`src/rtl/sat_cnt.sv`:
```
// Saturating up-counter with synchronous clear; clear takes priority over increment.
module sat_cnt #(
  parameter int W = 8
) (
  input  logic         CLK,
  input  logic         nRST,
  input  logic         clr,
  input  logic         inc,
  output logic [W-1:0] q
);

  logic [W-1:0] cnt_q;
  logic [W-1:0] cnt_d;

  always_comb begin
    cnt_d = cnt_q;
    if (clr) begin
      cnt_d = '0;
    end else if (inc && (cnt_q != {W{1'b1}})) begin
      cnt_d = cnt_q + W'(1);
    end
  end

  always_ff @(posedge CLK) begin
    if (!nRST) begin
      cnt_q <= '0;
    end else begin
      cnt_q <= cnt_d;
    end
  end

  assign q = cnt_q;

endmodule

```
`config.mk`:
```
export PLATFORM = sky130hd
export DESIGN_NAME = sat_cnt
export DESIGN_NICKNAME = d
export VERILOG_FILES = /design/src/rtl/sat_cnt.sv
export SDC_FILE = /design/constraint.sdc
export NUM_CORES = 1
export LEC_CHECK = 0
export BUFFER_PORTS_ARGS = -buffer_cell sky130_fd_sc_hd__clkbuf_2
export CORE_AREA = 3 3 40 42
export CTS_CLUSTER_DIAMETER = 120
export DETAILED_ROUTE_END_ITERATION = 12
export DIE_AREA = 0 0 43 45
export PLACE_DENSITY = 0.5
export SLEW_MARGIN = 5
export SYNTH_ARGS = -nofsm -noshare
export SYNTH_HDL_FRONTEND = slang
export SYNTH_SLANG_ARGS = --single-unit
```
`constraint.sdc`:
```
create_clock -name CLK -period 1.7 [get_ports CLK]
set_input_delay 0.34 -clock CLK [delete_from_list [all_inputs] [get_ports CLK]]
set_output_delay 0.34 -clock CLK [all_outputs]
set_load 0.02 [all_outputs]
```
After elaboration in Yosys (flattened, before gate mapping) --
Cells that the tools add are included.
Storage, ports and cells: flip-flop bits (word level) 8, word-level logic and storage cells 6
Operators by class: add/subtract/negate cells 1, equality and inequality tests 1, bitwise operators 1, reductions and logical operators 2
Operators with widths (count):
- adder 8 x 1 -> 8 bit, second input constant | 1
- inequality test 8 bit, second input constant | 1
- OR reduction 2 bit | 1
- logical AND 1 bit | 1
- inverter 1 bit | 1

Depth between registers and ports, before layout --
depth after elaboration 2, mapped depth 4, mapped depth without buffers 4

Least setup slack after synthesis --
Ideal clock, no wire load.
kind register -> register, start register cnt_q[0] (netlist: q[0]), end register cnt_q[5] (netlist: q[5]), arrival time 1.263 ns, required time 1.628 ns, setup slack 0.365 ns, stages on the path, launching flop included 5, path buffers 0, clock period less this slack 1.335 ns, cell sequence dfxtp_1 -> ha_1 -> and4_4 -> a211oi_2 -> mux2i_1
Between the ends: longest elaborated chain between the ends 2, elaborated cells between the ends (all ways) 3, classes of those cells 1 x add/sub; 1 x eq/ne; 1 x reduce/logical
Ends and longest elaborated chain:
- start, declared | line 12 | logic [W-1:0] cnt_q;
- start signal, assigned | line 28 | cnt_q <= cnt_d;
- branches (longest 2 deep; another with adder 8 x 1 -> 8 bit)
Parallel ways; which one is timed is not known. A chain may end at the register's enable or synchronous reset.

Worst setup path in the final report --
Same ends and word-level chain as after synthesis.

==> impl_results.rst <==
.. list-table::
   :header-rows: 1

   * - Metric
     - Value
   * - Result of the run
     - complete, no violations
   * - Routed Wire Length
     - approximately 910 um
   * - Post-CTS Setup Inserts
     - 0
   * - Layout Cell Area excl Fill
     - about 520 sq um
   * - Clock network latency to the later pin of the worst-skew pair
     - ~0.26 ns
   * - H-tree depth reported by CTS
     - 1
   * - Routed length per placed instance
     - between 10 and 15 um
   * - Power per Cell Area
     - 703.4 nW/um^2
   * - TritonRoute pass-1 iters
     - 4
   * - Root buffer cell
     - sky130_fd_sc_hd__clkbuf_4
   * - Transition time of the tightest slew-check pin
     - roughly 0.53 ns
   * - Leading cell types in the layout, fill and taps excluded
     - sky130_fd_sc_hd__clkbuf_2, sky130_fd_sc_hd__dfxtp_1, sky130_fd_sc_hd__a21oi_1, sky130_fd_sc_hd__nand2_1, sky130_fd_sc_hd__and4_1
   * - Number of clock buffers inserted by TritonCTS
     - 3
   * - Max-cap check violation count
     - 0
   * - Die Wd
     - roughly 43 um
   * - Comb power frac
     - 5.7%
   * - Ordered list of cells on the worst path
     - ha_1 > and4_4 > a211oi_2 > mux2i_1
   * - P_int
     - 0.0002794 W
   * - Leak
     - 0.2171 nW
   * - Distinct cells, synth
     - 19
   * - Post-cts hold buffer count
     - 0
   * - Combined flip-flop and latch cell area
     - between 150 and 200 sq um
   * - Die Outline Area
     - about 1900 sq um
   * - Net switching component of the power
     - about 0.000085 W
   * - Maximum number of pins on one net before global-route repair
     - 10
   * - Cell area after synthesis
     - ~420 sq um
   * - Cell with the biggest individual delay on the critical path
     - sky130_fd_sc_hd__dfxtp_1
   * - Setup slack after placement
     - between 0.3 and 0.4 ns
   * - Clock slew at the register clock pins of the worst setup and hold paths
     - roughly 0.06 ns
   * - Post-cts repair resize count
     - 0
   * - Final Wtd Congestion
     - roughly 0.7
   * - Die Span Y
     - around 45 um
   * - Clock network fraction of design power
     - 41.8%
   * - Per-cell via count in the routed design
     - 5.160
   * - Initial standard-cell utilization of the core
     - between 30% and 40%
   * - Seq cells post-synth
     - 8
   * - Maximum clock skew at final layout
     - about 0.0014 ns
   * - Count of buffers from port buffering
     - 11
   * - Worst-case setup margin in the final layout
     - about 0.38 ns
   * - RSZ-0062 raised after global routing
     - false
   * - Startpoint kind of the worst setup timing path
     - flop
   * - Peak per-stage delay on the critical path
     - between 0.3 and 0.4 ns
   * - DRC violation total after the first TritonRoute iteration
     - 16
   * - GRT Resource Usage Total
     - between 10% and 20%
   * - Number of synthesis warnings
     - 0
   * - Switching power share of the total
     - 23.32%
   * - Post-route DRC
     - 0
   * - Number of global-route vias before repair
     - 355
   * - Share of layout cells above drive strength 1
     - 30.00%
   * - Final-report setup violation count
     - 0
   * - Register area share after synthesis
     - 37.98%
   * - Critical Path Sink Type
     - flop
   * - Max clock buf depth
     - 2
   * - Total number of placement rows
     - 13
   * - Leading cell type in the layout, fill and taps excluded
     - sky130_fd_sc_hd__clkbuf_2
   * - Total global routing overflow
     - 0
   * - Global-route wire length before repair
     - between 1.5 and 2 mm
   * - Kind of critical path
     - flop to flop
   * - Share of total power in sequential cells
     - between 50% and 60%
   * - Final core utilization
     - between 40% and 50%
   * - Final hold viol count
     - 0
   * - Area growth, synth to finish
     - 22.85%
   * - Area taken by multi-input logic gates
     - 261.5 sq um
   * - Nets@finish
     - 67
   * - Worst slew margin relative to its limit
     - approximately 65%
   * - Post-placement cell area
     - about 500 sq um
   * - Total nets after synthesis
     - between 50 and 60
   * - Core region area
     - roughly 1300 sq um
   * - Initial antenna violation count
     - 0
   * - TritonCTS clock tree
     - done
   * - Final-layout fill cell count
     - 138
   * - Vias post-DR
     - around 390
   * - Final sum of negative setup slack
     - 0 ns
   * - Post-synthesis cell type with the largest combined area
     - sky130_fd_sc_hd__dfxtp_1
   * - Highest ir drop seen on vdd
     - 0.0002295 V
   * - Achievable frequency
     - between 700 and 800 MHz
   * - Largest register FFs
     - 8
   * - Number of top-level pins
     - 12
   * - Post-route worst hold slack
     - around 0.39 ns
   * - Cells after Synth
     - 46
   * - Arrival time reported for the critical path endpoint
     - roughly 1.5 ns
   * - Final slew viol count
     - 0
   * - Fin crit period
     - between 1 and 1.5 ns
   * - Type of the most critical hold path
     - input port to flop
   * - Average size of a mapped cell
     - between 9 and 10 sq um
   * - CTS Sinks
     - 8
   * - Req. time, crit path
     - approximately 1.9 ns
   * - Maximum fanout along the worst path
     - 6
   * - Top post-synthesis cells by area
     - sky130_fd_sc_hd__dfxtp_1, sky130_fd_sc_hd__and4_1, sky130_fd_sc_hd__mux2i_1, sky130_fd_sc_hd__a21oi_1, sky130_fd_sc_hd__nand2_1
   * - Top-area cell type share of the netlist area
     - a little under two fifths
   * - Antenna cells
     - 0
   * - Share of the cycle needed by the critical path after routing
     - between 70% and 80%
   * - Number of routed nets with antenna violations
     - 0
per-stage QoR:
stage	cells	power (W)
floorplan	46	0.0002072
global placement	72	0.0002161
detailed placement	72	0.0002161
CTS	75	0.0003725
global route	75	0.0003825
finish	75	0.0003643
cell usage after synthesis, drive strengths merged:
| library cell | number |
|---|---|
| dfxtp | 8 |
| a21oi | 5 |
| and4 | 5 |
| nand2 | 5 |
| nor2b | 4 |
| mux2i | 3 |
| nand2b | 3 |
| a31oi | 2 |
| nor3 | 2 |
| o21ai | 2 |
| a211oi | 1 |
| a21boi | 1 |
| a311oi | 1 |
| and3 | 1 |
| ha | 1 |
| nand3 | 1 |
| nand4 | 1 |
per-layer routing:
metal  track usage, %  vias to the layer above  part of all wire, %
li1                 -                      206                    -
met1            15.66                      165                   48
met5                0                        -                    0
met4            7.229                        0                  3.0
met3            2.390                        5                  5.9
met2            15.57                       11                   43
kinds of logic (layout without fill, tap and decap cells):
family,count (synthesis),count (layout),share of synthesized area (%)
fa+ha+maj,1,1,2.967
compound gates,12,12,18.99
buf+inv,0,14,0
flops,8,8,37.98
simple gates,22,22,32.94
mux,3,3,7.122
power groups by stage:
stage               Sequential, W  Combinational [W]  Clock (W)
floorplan                0.000197          0.0000101          0
global placement         0.000195          0.0000209          0
detailed placement       0.000195          0.0000207          0
CTS                      0.000191          0.0000208   0.000161
global route             0.000191          0.0000231   0.000168
finish                   0.000191          0.0000206   0.000152
worst paths after layout:
check	depth (start not counted)	startpoint	slack (ns)	to
max	4	q[0]$_SDFFE_PP0P_	0.38	q[5]$_SDFFE_PP0P_
min	3	nRST	0.39	q[7]$_SDFFE_PP0P_
max reg2reg	4	q[0]$_SDFFE_PP0P_	0.38	q[5]$_SDFFE_PP0P_
min reg2reg	2	q[0]$_SDFFE_PP0P_	0.52	q[0]$_SDFFE_PP0P_
worst max-delay path, delay by kind of cell, from the launching register on:
| kind | cells | cell delay [ns] |
|---|---|---|
| muxes | 1 | 0.20 |
| adders and majority gates | 1 | 0.25 |
| DFF | 1 | 0.35 |
| and+or+nand+nor | 1 | 0.23 |
| AOI/OAI and AO/OA | 1 | 0.24 |
area by class of cell:
type	instances	share of cell area, %
tap	15	3.623
clock buffer	3	4.348
timing repair buffer	11	10.63
sequential	8	30.92
multi-input combinational	38	50.48
Power figures use the tool's default switching activity.
